**src/rtl/pulpemu_rst_seq_if.sv**
```systemverilog
// pulpemu_rst_seq_if
// Groups the reset-sequencer control inputs and the sequenced reset outputs.
//   master : drives the raw reset sources and cause clear; observes the outputs
//   slave  : the sequencer itself
// Signals:
//   pll_locked_i    clock-manager locked (asynchronous)
//   btn_rst_i       push-button reset, active-high, bouncy (asynchronous)
//   ext_rst_n_i     FMC reset pad, active-low (asynchronous)
//   cause_clr_i     synchronous pulse clearing rst_cause_o
//   per_rst_n_o     peripheral-domain reset, active-low
//   soc_rst_n_o     SoC-domain reset, active-low
//   cluster_rst_n_o cluster-domain reset, active-low
//   ready_o         high once every domain is released
//   state_o         current sequencer state
//   rst_cause_o     sticky causes {lock loss, external, button, POR}
interface pulpemu_rst_seq_if;
    logic       pll_locked_i;
    logic       btn_rst_i;
    logic       ext_rst_n_i;
    logic       cause_clr_i;
    logic       per_rst_n_o;
    logic       soc_rst_n_o;
    logic       cluster_rst_n_o;
    logic       ready_o;
    logic [2:0] state_o;
    logic [3:0] rst_cause_o;

    modport master (
        output pll_locked_i, btn_rst_i, ext_rst_n_i, cause_clr_i,
        input  per_rst_n_o, soc_rst_n_o, cluster_rst_n_o, ready_o, state_o, rst_cause_o
    );

    modport slave (
        input  pll_locked_i, btn_rst_i, ext_rst_n_i, cause_clr_i,
        output per_rst_n_o, soc_rst_n_o, cluster_rst_n_o, ready_o, state_o, rst_cause_o
    );
endinterface

```
**src/rtl/pulpemu_rst_seq.sv**
```systemverilog
// pulpemu_rst_seq
// Reset sequencer for the FPGA emulation top. Merges clock-manager lock, a
// debounced push-button and the FMC reset pad into one reset request, then
// releases peripheral, SoC and cluster resets in order with fixed gaps.
// Ports:
//   clk_i   free-running clock
//   rstn_i  asynchronous active-low reset
//   bus     pulpemu_rst_seq_if.slave (reset sources in, sequenced resets out)
module pulpemu_rst_seq #(
    parameter int SYNC_STAGES     = 2,
    parameter int DEBOUNCE_CYCLES = 1024,
    parameter int HOLD_CYCLES     = 256,
    parameter int STAGE_GAP       = 16
) (
    input  logic             clk_i,
    input  logic             rstn_i,
    pulpemu_rst_seq_if.slave bus
);

    localparam int MAX_A = (DEBOUNCE_CYCLES > HOLD_CYCLES) ? DEBOUNCE_CYCLES : HOLD_CYCLES;
    localparam int MAX_P = (MAX_A > STAGE_GAP) ? MAX_A : STAGE_GAP;
    localparam int CNT_W = $clog2(MAX_P) + 1;

    localparam logic [CNT_W-1:0] DB_LAST   = CNT_W'(DEBOUNCE_CYCLES - 1);
    localparam logic [CNT_W-1:0] HOLD_LAST = CNT_W'(HOLD_CYCLES - 1);
    localparam logic [CNT_W-1:0] GAP_LAST  = CNT_W'(STAGE_GAP - 1);

    typedef enum logic [2:0] {
        ST_HOLD      = 3'd0,
        ST_WAIT_LOCK = 3'd1,
        ST_REL_PER   = 3'd2,
        ST_REL_SOC   = 3'd3,
        ST_RUN       = 3'd4
    } state_t;

    // Synchronizer chains, one bit lane per source: {locked, ext_rst_n, btn}.
    logic [SYNC_STAGES-1:0][2:0] sync_reg;
    logic btn_sync, ext_sync, ext_pre, locked_sync;

    always_ff @(posedge clk_i or negedge rstn_i) begin
        if (!rstn_i) begin
            sync_reg <= '0;
        end else begin
            sync_reg <= {sync_reg[SYNC_STAGES-2:0],
                         {bus.pll_locked_i, bus.ext_rst_n_i, bus.btn_rst_i}};
        end
    end

    assign btn_sync    = sync_reg[SYNC_STAGES-1][0];
    assign ext_sync    = sync_reg[SYNC_STAGES-1][1];
    assign locked_sync = sync_reg[SYNC_STAGES-1][2];
    assign ext_pre     = sync_reg[SYNC_STAGES-2][1];

    // Debounce: the filtered button only flips after DEBOUNCE_CYCLES
    // consecutive cycles of disagreement with the synced input.
    logic             btn_db_reg, btn_db_next;
    logic [CNT_W-1:0] db_cnt_reg, db_cnt_next;
    logic             db_diff, db_done, btn_rise, ext_fall;

    always_comb begin
        db_diff     = btn_sync ^ btn_db_reg;
        db_done     = db_diff && (db_cnt_reg == DB_LAST);
        db_cnt_next = (db_diff && !db_done) ? db_cnt_reg + 1'b1 : '0;
        btn_db_next = btn_db_reg ^ db_done;
        btn_rise    = db_done && !btn_db_reg;
        // ext_sync falls on the coming edge when the stage before it is already low.
        ext_fall    = ext_sync && !ext_pre;
    end

    // Sequencer FSM.
    state_t           state_reg, state_next;
    logic [CNT_W-1:0] cnt_reg, cnt_next;
    logic             req, active, lock_loss;

    always_comb begin
        req        = btn_db_reg || !ext_sync;
        active     = (state_reg == ST_REL_PER) || (state_reg == ST_REL_SOC) ||
                     (state_reg == ST_RUN);
        lock_loss  = active && !locked_sync;
        state_next = state_reg;
        cnt_next   = '0;
        case (state_reg)
            ST_HOLD: begin
                if (!req) begin
                    if (cnt_reg == HOLD_LAST) state_next = ST_WAIT_LOCK;
                    else                      cnt_next   = cnt_reg + 1'b1;
                end
            end
            ST_WAIT_LOCK: begin
                if (req)              state_next = ST_HOLD;
                else if (locked_sync) state_next = ST_REL_PER;
            end
            ST_REL_PER, ST_REL_SOC: begin
                if (req || lock_loss) begin
                    state_next = ST_HOLD;
                end else if (cnt_reg == GAP_LAST) begin
                    state_next = (state_reg == ST_REL_PER) ? ST_REL_SOC : ST_RUN;
                end else begin
                    cnt_next = cnt_reg + 1'b1;
                end
            end
            ST_RUN: begin
                if (req || lock_loss) state_next = ST_HOLD;
            end
            default: state_next = ST_HOLD;
        endcase
    end

    // Outputs are decoded from the next state so they switch with the state.
    logic       per_reg, soc_reg, cluster_reg, ready_reg;
    logic       per_next, soc_next, cluster_next, ready_next;
    logic [3:0] cause_reg, cause_next;

    always_comb begin
        per_next     = (state_next == ST_REL_PER) || (state_next == ST_REL_SOC) ||
                       (state_next == ST_RUN);
        soc_next     = (state_next == ST_REL_SOC) || (state_next == ST_RUN);
        cluster_next = (state_next == ST_RUN);
        ready_next   = (state_next == ST_RUN);
        // A new cause in the same cycle as a clear survives the clear.
        cause_next   = (bus.cause_clr_i ? 4'b0000 : cause_reg) |
                       {lock_loss, ext_fall, btn_rise, 1'b0};
    end

    always_ff @(posedge clk_i or negedge rstn_i) begin
        if (!rstn_i) begin
            btn_db_reg  <= 1'b0;
            db_cnt_reg  <= '0;
            state_reg   <= ST_HOLD;
            cnt_reg     <= '0;
            per_reg     <= 1'b0;
            soc_reg     <= 1'b0;
            cluster_reg <= 1'b0;
            ready_reg   <= 1'b0;
            cause_reg   <= 4'b0001;
        end else begin
            btn_db_reg  <= btn_db_next;
            db_cnt_reg  <= db_cnt_next;
            state_reg   <= state_next;
            cnt_reg     <= cnt_next;
            per_reg     <= per_next;
            soc_reg     <= soc_next;
            cluster_reg <= cluster_next;
            ready_reg   <= ready_next;
            cause_reg   <= cause_next;
        end
    end

    assign bus.per_rst_n_o     = per_reg;
    assign bus.soc_rst_n_o     = soc_reg;
    assign bus.cluster_rst_n_o = cluster_reg;
    assign bus.ready_o         = ready_reg;
    assign bus.state_o         = state_reg;
    assign bus.rst_cause_o     = cause_reg;

endmodule
```
**src/flat_wrapper.sv**
```systemverilog
// flat-port wrapper written by rule: the top's interface ports become plain ports
module pulpemu_rst_seq_flat 
#(
    parameter int SYNC_STAGES     = 2,
    parameter int DEBOUNCE_CYCLES = 1024,
    parameter int HOLD_CYCLES     = 256,
    parameter int STAGE_GAP       = 16
)
  (clk_i, rstn_i, bus_pll_locked_i, bus_btn_rst_i, bus_ext_rst_n_i, bus_cause_clr_i, bus_per_rst_n_o, bus_soc_rst_n_o, bus_cluster_rst_n_o, bus_ready_o, bus_state_o, bus_rst_cause_o);
  pulpemu_rst_seq_if bus_i ();
  input  logic clk_i;
  input  logic rstn_i;
  input wire logic [$bits(bus_i.pll_locked_i)-1:0] bus_pll_locked_i;
  input wire logic [$bits(bus_i.btn_rst_i)-1:0] bus_btn_rst_i;
  input wire logic [$bits(bus_i.ext_rst_n_i)-1:0] bus_ext_rst_n_i;
  input wire logic [$bits(bus_i.cause_clr_i)-1:0] bus_cause_clr_i;
  output wire logic [$bits(bus_i.per_rst_n_o)-1:0] bus_per_rst_n_o;
  output wire logic [$bits(bus_i.soc_rst_n_o)-1:0] bus_soc_rst_n_o;
  output wire logic [$bits(bus_i.cluster_rst_n_o)-1:0] bus_cluster_rst_n_o;
  output wire logic [$bits(bus_i.ready_o)-1:0] bus_ready_o;
  output wire logic [$bits(bus_i.state_o)-1:0] bus_state_o;
  output wire logic [$bits(bus_i.rst_cause_o)-1:0] bus_rst_cause_o;
  assign bus_i.pll_locked_i = bus_pll_locked_i;
  assign bus_i.btn_rst_i = bus_btn_rst_i;
  assign bus_i.ext_rst_n_i = bus_ext_rst_n_i;
  assign bus_i.cause_clr_i = bus_cause_clr_i;
  assign bus_per_rst_n_o = bus_i.per_rst_n_o;
  assign bus_soc_rst_n_o = bus_i.soc_rst_n_o;
  assign bus_cluster_rst_n_o = bus_i.cluster_rst_n_o;
  assign bus_ready_o = bus_i.ready_o;
  assign bus_state_o = bus_i.state_o;
  assign bus_rst_cause_o = bus_i.rst_cause_o;
  pulpemu_rst_seq #(.SYNC_STAGES(SYNC_STAGES), .DEBOUNCE_CYCLES(DEBOUNCE_CYCLES), .HOLD_CYCLES(HOLD_CYCLES), .STAGE_GAP(STAGE_GAP)) u_core (.clk_i(clk_i), .rstn_i(rstn_i), .bus(bus_i));
endmodule
```
**config.mk**
```make
export PLATFORM = sky130hd
export DESIGN_NAME = pulpemu_rst_seq_flat
export DESIGN_NICKNAME = d
export VERILOG_FILES = /design/src/rtl/pulpemu_rst_seq_if.sv /design/src/rtl/pulpemu_rst_seq.sv /design/src/flat_wrapper.sv
export SDC_FILE = /design/constraint.sdc
export NUM_CORES = 1
export LEC_CHECK = 0
export BUFFER_PORTS_ARGS = -buffer_cell sky130_fd_sc_hd__buf_2
export CAP_MARGIN = 20
export CORE_ASPECT_RATIO = 1.25
export CORE_MARGIN = 2
export CORE_UTILIZATION = 56
export DETAILED_ROUTE_END_ITERATION = 12
export PLACE_DENSITY = 0.83
export SYNTH_ARGS = -nofsm -noshare
export SYNTH_HDL_FRONTEND = slang
export SYNTH_SLANG_ARGS = --single-unit
```
**constraint.sdc**
```tcl
create_clock -name clk_i -period 1.9 [get_ports clk_i]
set_input_delay 0.38 -clock clk_i [delete_from_list [all_inputs] [get_ports clk_i]]
set_output_delay 0.38 -clock clk_i [all_outputs]
set_load 0.005 [all_outputs]
```
==> metrics.md <==
| Metric | Value |
|---|---|
| Die width | 53.0 µm |
| Clk root buf | clkbuf_4 |
| Cell Area, Synth | 0.00168 mm² |
| Longest Clk Path Bufs | 2 |
| CP required | 2.15 ns |
| Worst Setup Start Kind | flip-flop |
| Total Power | 0.00138 W |
| Leading cell type in the layout, fill and taps excluded | dfrtp_1 |
| H-tree Lvls | 2 |
| Area delta synth->final | 11.8% |
| Setup bufs post-CTS | 0 |
| DR pass1 iterations | 4 |
| Grt peak-use layer | met2 |
| Crit-path slowest cell | or4_4 |
| Syn_nets | 159 |
| Initial antenna violation count | 0 |
| Actual slew at the worst max-slew pin | 0.474 ns |
| Setup TNS | 0 ns |
| Final Cell Area | 0.00188 mm² |
| Slew HR | 0.684 |
| Synth warnings | 0 |
| Max Fclk | 554 MHz |
| Crit share post-route | 0.949 |
| Pwr/cell area | 732 mW/mm² |
| Dpl hpwl | 2090 µm |
| Clk sinks | 39 |
| Max Slew Vio Count | 0 |
| Die area | 0.00346 mm² |
| Max-cap check violation count | 0 |
| Yosys cell types | 37 |
| Hold Path Class | input port to async pin |
| Register area share after synthesis | 0.581 |
| Inserted Clock Buffers | 5 |
| Setup WS post-layout | 0.0963 ns |
| First-pass GRT wire length | 5230 µm |
| Nets | 183 |
| Peak supply drop | 608 µV |
| Hold Vio Cnt, Final | 0 |
| GRT met3 Usage | 0.0591 |
| Placed Area | 0.00181 mm² |
| Setup CP Type | flip-flop to flip-flop |
| Clk_lat worst skew | 0.35 ns |
| Congestion Overflow GR | 0 |
| IO Port Bufs | 16 |
| Leak | 0.868 nW |
| Gate Count Post-Synth | 151 |
| CTS clk-pin slew, worst paths | 0.12 ns |
| Grt met2 use | 0.356 |
| M1 GR Usage | 0.243 |
| EDFF count, synth | 0 |
| Worst EP arrival | 2.06 ns |
| CTS tree | built |
| Placed cells | 204 |
| Initial Utilization | 0.582 |
| 1st-iter DRT viols | 20 |
| Avg WL per Cell | 14.0 µm |
| Pre-CTS setup slack | 0.0436 ns |
| Row count | 22 |
| Drt via density | 5.51 |
| Leading cell types in the layout, fill and taps excluded | dfrtp_1, nor2_1, buf_2, xnor2_1, nand2_1 |
| FFs w/ async S/R, synth | 1.00 |
| Avg Synthesized Cell Area | 11.1 µm² |
| Share of layout cells above drive strength 1 | 0.199 |
| Status | finished clean |
| Post-Layout Cell Count | 212 |
| RSZ-0062 raised after global routing | no |
| Critical Path End Type | flip-flop |
| Yosys reg bits | 39 |
| Critical-path cell list | or4_4 -> nor3b_4 -> a2bb2oi_2 -> buf_4 -> nor2_1 |
| Total GRT Usage | 0.209 |
| Final setup fails | 0 |
| Crit-path max FO | 11 |
| I/O pins | 17 |
| Die height | 65.3 µm |
| Slowest stage delay, CP | 0.54 ns |
| Placer Congestion | 0.860 |
| Routed via count | 1,169 |
| Worst clock skew | 0.0233 ns |
| Largest net degree at the start of global routing | 40 |
| Final worst path period need | 1.80 ns |
| ANT cells | 0 |
| Top FF cell, synth | dfrtp_1 |
| Core area | 0.00289 mm² |
| Number of global-route vias before repair | 1,164 |
| # DRC | 0 |
| WL final | 2970 µm |
| Routed Antenna Nets | 0 |
[worst max-delay path, delay by kind of cell (launching register included)]
kind	cells	cell delay, ns
buffers and inverters	1	0.18
and+or+nand+nor	3	0.90
DFF	1	0.46
AOI/OAI and AO/OA	1	0.16
[kinds of logic after synthesis]
kind of cell,Yosys count,share of synthesized area
AND/OR/NAND/NOR,69,0.219
buffers and inverters,8,0.0246
flip-flops,39,0.581
XOR/XNOR,18,0.0937
adder cells (fa/ha/maj),2,0.0149
AO/OA/AOI/OAI,14,0.0595
multiplexers,1,0.00670
[where the power goes]
part / leakage, nW / total (W) / switching (W) / internal (W)
logic: 0.312 / 0.0000579 / 0.0000368 / 0.0000211
clock network: 0.0355 / 0.000455 / 0.000271 / 0.000184
registers: 0.521 / 0.000863 / 0.0000145 / 0.000848
[metrics by stage]
step / hold slack [ns] / utilization
3_5_place_dp: 0.335 / 0.626
3_3_place_gp: 0.332 / 0.626
5_1_grt: 0.0740 / 0.651
2_1_floorplan: 0.0844 / -
6_report: 0.0581 / 0.651
4_1_cts: 0.0613 / 0.649
[Yosys cell counts (2+ instances only)]
cell type,instances,share of area
dfrtp_1,38,0.57
nor2_1,23,0.051
xnor2_1,12,0.062
nand2_1,9,0.020
nand3_1,7,0.021
inv_1,6,0.013
xor2_1,6,0.031
a21oi_1,5,0.015
nor2b_1,5,0.019
nor3_1,4,0.012
and2_1,3,0.011
nand4_1,3,0.011
and3_1,2,0.0074
ha_1,2,0.015
nand3b_1,2,0.0089
nor4_1,2,0.0074
o22ai_1,2,0.0074
[repair_timing]
action | CTS | global route
pin swaps | 0 | 1
resized for setup | 1 | 1
endpoints found under the setup margin | 1 | 14
hold buffers | 0 | 0
[cell type report]
type,count,area [µm²]
fillers,234,1010
flip-flops and latches,39,977
multi-input cells,104,669
repair buffers,19,103
clock buffers,7,55.1
well taps,36,45.0
inverters,6,22.5
clock inverters,1,8.76
[metal layers]
metal	up-vias	wire length (µm)
met5	-	0
met4	0	57
met3	6	157
met2	32	1530
met1	563	1220
li1	568	-
[worst paths after layout]
check / end / startpoint / depth (start not counted) / slack, ns
setup / recovery: u_core.cnt_reg[8] / u_core.cnt_reg[5] / 5 / 0.1
hold / removal: u_core.cnt_reg[9] / rstn_i / 2 / 0.06
setup reg to reg: u_core.cnt_reg[8] / u_core.cnt_reg[5] / 5 / 0.1
hold reg to reg: u_core.btn_sync / u_core.sync_reg[0] / 0 / 0.36
max in group asynchronous: u_core.bus.rst_cause_o[0] / rstn_i / 2 / 1.49
min in group clk_i: u_core.ext_pre / bus_ext_rst_n_i / 1 / 0.13
Note: power is estimated with default switching activity, not from simulation.
